[config.mk]
export PLATFORM = sky130hd
export DESIGN_NAME = dm_arbiter
export DESIGN_NICKNAME = d
export VERILOG_FILES = /design/src/rtl/dm_arbiter.sv
export SDC_FILE = /design/constraint.sdc
export NUM_CORES = 1
export LEC_CHECK = 0
export CAP_MARGIN = 20
export CORE_AREA = 4 4 117 119
export CTS_CLUSTER_SIZE = 24
export DETAILED_ROUTE_END_ITERATION = 10
export DIE_AREA = 0 0 121 123
export PLACE_DENSITY = 0.72
export RECOVER_POWER = 25
export SLEW_MARGIN = 40
export SYNTH_ARGS = -nofsm -noshare
export SYNTH_HDL_FRONTEND = slang
export SYNTH_SLANG_ARGS = --single-unit
[constraint.sdc]
create_clock -name clk -period 2.2 [get_ports clk]
set_input_delay 0.44 -clock clk [delete_from_list [all_inputs] [get_ports clk]]
set_output_delay 0.44 -clock clk [all_outputs]
set_load 0.1 [all_outputs]
[src/rtl/dm_arbiter.sv]
// Two-port round-robin arbiter in front of a single DataMemory, with a bounded
// burst lock and a registered one-cycle read response per port.
module dm_arbiter #(
    parameter int DATA_WIDTH = 32,
    parameter int LOCK_MAX   = 4
) (
    input  logic                  clk,
    input  logic                  rst_n,
    input  logic                  m0_req,
    input  logic                  m0_we,
    input  logic                  m0_lock,
    input  logic [DATA_WIDTH-1:0] m0_addr,
    input  logic [DATA_WIDTH-1:0] m0_wdata,
    output logic                  m0_gnt,
    output logic                  m0_rvalid,
    output logic [DATA_WIDTH-1:0] m0_rdata,
    input  logic                  m1_req,
    input  logic                  m1_we,
    input  logic                  m1_lock,
    input  logic [DATA_WIDTH-1:0] m1_addr,
    input  logic [DATA_WIDTH-1:0] m1_wdata,
    output logic                  m1_gnt,
    output logic                  m1_rvalid,
    output logic [DATA_WIDTH-1:0] m1_rdata,
    output logic [DATA_WIDTH-1:0] mem_address,
    output logic [DATA_WIDTH-1:0] mem_wdata,
    output logic                  mem_read,
    output logic                  mem_write,
    input  logic [DATA_WIDTH-1:0] mem_rdata
);

    localparam int CNT_W = $clog2(LOCK_MAX + 1);

    typedef enum logic [1:0] {
        NONE = 2'd0,
        OWN0 = 2'd1,
        OWN1 = 2'd2
    } lock_state_t;

    lock_state_t      lock_owner, lock_owner_next;
    logic [CNT_W-1:0] lock_cnt, lock_cnt_next;
    logic             last_gnt, last_gnt_next;

    logic gnt0, gnt1, any_gnt, sel, sel_lock;
    lock_state_t sel_owner;

    always_ff @(posedge clk or negedge rst_n) begin
        if (!rst_n) begin
            lock_owner <= NONE;
            lock_cnt   <= '0;
            last_gnt   <= 1'b1;
        end else begin
            lock_owner <= lock_owner_next;
            lock_cnt   <= lock_cnt_next;
            last_gnt   <= last_gnt_next;
        end
    end

    // A lock only continues for the port already holding it (or starts from NONE),
    // so the owner never jumps directly between ports.
    always_comb begin
        lock_owner_next = lock_owner;
        lock_cnt_next   = lock_cnt;
        last_gnt_next   = last_gnt;
        if (!any_gnt) begin
            lock_owner_next = NONE;
            lock_cnt_next   = '0;
        end else begin
            last_gnt_next = sel;
            if (sel_lock && (lock_owner == NONE || lock_owner == sel_owner) &&
                lock_cnt < CNT_W'(LOCK_MAX - 1)) begin
                lock_owner_next = sel_owner;
                lock_cnt_next   = lock_cnt + 1'b1;
            end else begin
                lock_owner_next = NONE;
                lock_cnt_next   = '0;
            end
        end
    end

    always_comb begin
        gnt0 = 1'b0;
        gnt1 = 1'b0;
        if (rst_n) begin
            if (lock_owner == OWN0 && m0_req) begin
                gnt0 = 1'b1;
            end else if (lock_owner == OWN1 && m1_req) begin
                gnt1 = 1'b1;
            end else if (m0_req && m1_req) begin
                gnt0 = last_gnt;
                gnt1 = ~last_gnt;
            end else begin
                gnt0 = m0_req;
                gnt1 = m1_req;
            end
        end
        any_gnt   = gnt0 | gnt1;
        sel       = gnt1;
        sel_lock  = gnt1 ? m1_lock : m0_lock;
        sel_owner = gnt1 ? OWN1 : OWN0;
        m0_gnt    = gnt0;
        m1_gnt    = gnt1;

        mem_address = '0;
        mem_wdata   = '0;
        mem_read    = 1'b0;
        mem_write   = 1'b0;
        if (gnt0) begin
            mem_address = m0_addr;
            mem_wdata   = m0_wdata;
            mem_read    = ~m0_we;
            mem_write   = m0_we;
        end else if (gnt1) begin
            mem_address = m1_addr;
            mem_wdata   = m1_wdata;
            mem_read    = ~m1_we;
            mem_write   = m1_we;
        end
    end

    always_ff @(posedge clk or negedge rst_n) begin
        if (!rst_n) begin
            m0_rvalid <= 1'b0;
            m0_rdata  <= '0;
            m1_rvalid <= 1'b0;
            m1_rdata  <= '0;
        end else begin
            m0_rvalid <= gnt0 & ~m0_we;
            m1_rvalid <= gnt1 & ~m1_we;
            if (gnt0 && !m0_we) m0_rdata <= mem_rdata;
            if (gnt1 && !m1_we) m1_rdata <= mem_rdata;
        end
    end

endmodule

==> results by group <==
Timing
  • Clock skew: 0.00852 ns
  • Final worst path period need: 2.49 ns
  • Worst setup margin: -0.288 ns
  • Fin crit share: 113%
  • Setup TNS: -17.64 ns
  • Worst hold slack: 0.163 ns
  • Setup-failing EPs final: 69
  • Tightest Pin Transition: 1.66 ns
  • Maximum clock rate: 402 MHz
  • Final hold viol count: 0
  • Final Max Slew Viols: 70
  • RSZ-0062 raised after global routing: yes
  • Max-slew headroom: -10.7%

Critical path
  • Critical path required time: 1.76 ns
  • CP most frequent cell: buf_12
  • Startpoint types: flop
  • Crit end category: primary output
  • Crit path arrival time: 2.05 ns
  • Critical Path Fanout Max: 6
  • CP max stage cell: dfstp_2
  • Worst path bufs/invs: 4
  • Max incr delay on CP: 0.57 ns
  • Setup Crit Path Kind: reg2out
  • Crit-path cells: nor2_4 > a221oi_4 > buf_12 > buf_12 > buf_12 > a22o_2 > buf_12
  • Delay-heaviest family, CP: buffers and inverters

Placed design
  • DP Worst Slack: -0.367 ns
  • Port Buffers: 301
  • Placer Congestion: 0.888
  • DPL Wire Length: 12900 um
  • Placed Instances: 721

Power and ir drop
  • Pwr Density: 1050 mW/mm^2
  • Pleak: 3.83 nW
  • Maximum vdd drop: 0.513 mV

Clock tree
  • Worst-skew pair later-pin latency: 0.33 ns
  • Clk sink count: 72
  • CTS Buffer Depth: 2
  • CTS H-tree lvls: 3
  • CTS clk-pin slew, worst paths: 0.05 ns
  • Num CTS Buffers: 9
  • CTS tree: yes
  • Cts-stage hold buffer count: 0
  • CTS root buffer: clkbuf_16

Floorplanning
  • Chip width: 121 um
  • Core area: 0.0126 mm^2
  • Die area: 0.0149 mm^2
  • DIE HEIGHT: 123 um
  • Initial Utilization: 27.9%
  • Standard-cell rows: 41
  • Top Ports: 302

Synth
  • Syn Inst Count: 247
  • Compound-Gate Fraction of Synth Area: 17.5%
  • Synth top area share: 50.6%
  • Seq/Total Area, Yosys: 51.4%
  • Multiplexer share of the synthesized area: 23.5%
  • Area leader, netlist: dfrtp_1
  • Post-Synth Simple-Gate Area: 2.85%
  • Adder-cell share of the synthesized area: 0.357%
  • Post-Synth XOR/XNOR Area: 0%
  • Syn Std Cell Area: 0.00351 mm^2
  • Cell variety after synth: 24
  • Post-synthesis register bit count: 72
  • Mapped Nets: 416
  • Main combinational cell family by area after synthesis: multiplexers
  • Warnings from Yosys: 0
  • Avg Cell Area, Syn: 14.2 um^2
  • Ranking of synthesized cells by area: dfrtp_1 (51%), a22o_1 (16%), mux2_4 (12%), mux2_1 (9.0%), mux2_2 (2.6%)

Layout
  • Antenna Cells: 0
  • Synthesis-to-layout area growth: 144%
  • Fraction of layout cells with a size suffix above 1: 51.5%
  • FF+latch area: 0.00180 mm^2
  • NumNets Final: 743
  • Finished Layout Cells: 751
  • Multi-input gate area: 0.00209 mm^2
  • Fillers: 860

Drt
  • DRC viols: 0
  • Vias per cell: 4.70
  • 1st-pass router iterations: 4
  • Routed WL: 16600 um
  • WL/cell: 22.1 um
  • DR vias: 3530
  • Antenna-violating nets left: 0
  • 1st-iter DRT viols: 174

Global route
  • Pin count of the biggest net entering global routing: 70
  • Initial antenna violation count: 1
  • First-pass GRT wire length: 23500 um
  • Overall Global Routing Usage: 21.0%
  • Vias in the first global route: 3954
  • Overflow after GRT: 0

Status
  • Failing checks: max-capacitance violations, max-slew violations, negative setup slack
  • Outcome: finished, violations left

Min path
  • Hold Path Class: in2async

Job
  • Maximum Capacitance Violations: 1
==> cells in the mapped netlist, drive strengths merged <==
library cell	instances
nor2b	3
buf	15
nor2	3
ha	1
o311a	1
a221oi	1
and2	5
dfstp	1
a22o	66
clkbuf	8
a21boi	1
and3b	2
mux2	64
or2	1
inv	1
nand2	2
dfrtp	71
a21oi	1
==> worst reg2reg max path, delay by kind of cell (launching register included) <==
kind,cells,cell delay [ns]
AO/OA/AOI/OAI,1,0.32
flip-flops,1,0.57
multiplexers,1,0.34
AND/OR/NAND/NOR,2,0.20
buffers and inverters,4,0.66
==> per-layer routing <==
layer  global-route usage, %  routed length [um]  up-vias
met5                       0                  13        -
met4                    8.43                 499        2
met3                    6.86                1480       29
met2                    38.3                8710      201
met1                    22.4                5930     1695
li1                        -                   -     1603
==> final cells by class <==
cell class	count	area share, %
clock buffers	10	2.67
clock inverters	6	1.36
inverters	1	0.0438
multi-input cells	151	24.4
flip-flops and latches	72	21.1
well taps	172	2.51
repair buffers	339	48.0
==> logic make-up (layout without fill, tap and decap cells) <==
group,count (synthesis),after routing
buffers and inverters,24,356
DFF,72,72
AOI/OAI and AO/OA,70,70
adders and majority gates,1,1
and+or+nand+nor,16,16
muxes,64,64
==> timing repair <==
item / 4_1_cts / 5_1_grt
cloned: 4 / 7
endpoints found under the setup margin: 68 / 100
resized for setup: 12 / 22
pin swaps: 2 / 24
buffers inserted: 4 / 1
==> state kept, by name, summed over array words and instances, names as in the netlist <==
| register | cells |
|---|---|
| m0_rvalid | 1 |
| m1_rvalid | 1 |
| m1_rdata | 32 |
| lock_cnt | 3 |
| last_gnt | 1 |
| m0_rdata | 32 |
| lock_owner | 2 |
==> per-stage QoR <==
step                      total power (W)  instance area, um^2  utilization (%)
after floorplan                   0.00561                 3910                -
after global placement            0.00719                 7800             62.0
after detailed placement          0.00725                 7800             62.0
after CTS                         0.00900                 8330             66.3
after global routing              0.00925                 8560             68.1
final                             0.00901                 8560             68.1
==> final timing paths <==
path                       cells after the start  slack, ns                   from                       end
max                                            7      -0.29   last_gnt$_DFFE_PN1P_              mem_wdata[1]
min                                            2       0.16                  rst_n   lock_owner[0]$_DFF_PN0_
max reg2reg                                    8      -0.01   last_gnt$_DFFE_PN1P_  m0_rdata[21]$_DFFE_PN0P_
min reg2reg                                    1       0.46  lock_cnt[0]$_DFF_PN0_     lock_cnt[0]$_DFF_PN0_
max in group asynchronous                      2       0.45                  rst_n  m0_rdata[29]$_DFFE_PN0P_
min in group clk                               1       0.46  lock_cnt[0]$_DFF_PN0_     lock_cnt[0]$_DFF_PN0_
==> power by group <==
group	internal (W)	switching (W)	leakage, nW
clock	0.00111	0.000545	0.167
combinational	0.00165	0.00384	2.80
sequential	0.00165	0.000197	0.866
==> layout by cell type, fill, tap and decap left out, drive strengths merged <==
master         netlist  final
a21boi               1      1
o311a                1      1
nor2                 3      3
mux2                64     64
dlygate4sd2          0      2
buf                 15    164
clkinv               0      2
dfstp                1      1
a21oi                1      1
or2                  1      1
ha                   1      1
and3b                2      2
and2                 5      5
nand2                2      2
dfrtp               71     71
a22o                66     66
clkbuf               8     19
clkdlybuf4s50        0    164
inv                  1      2
bufinv               0      3
nor2b                3      3
a221oi               1      1
(Power assumes the default switching activity.)
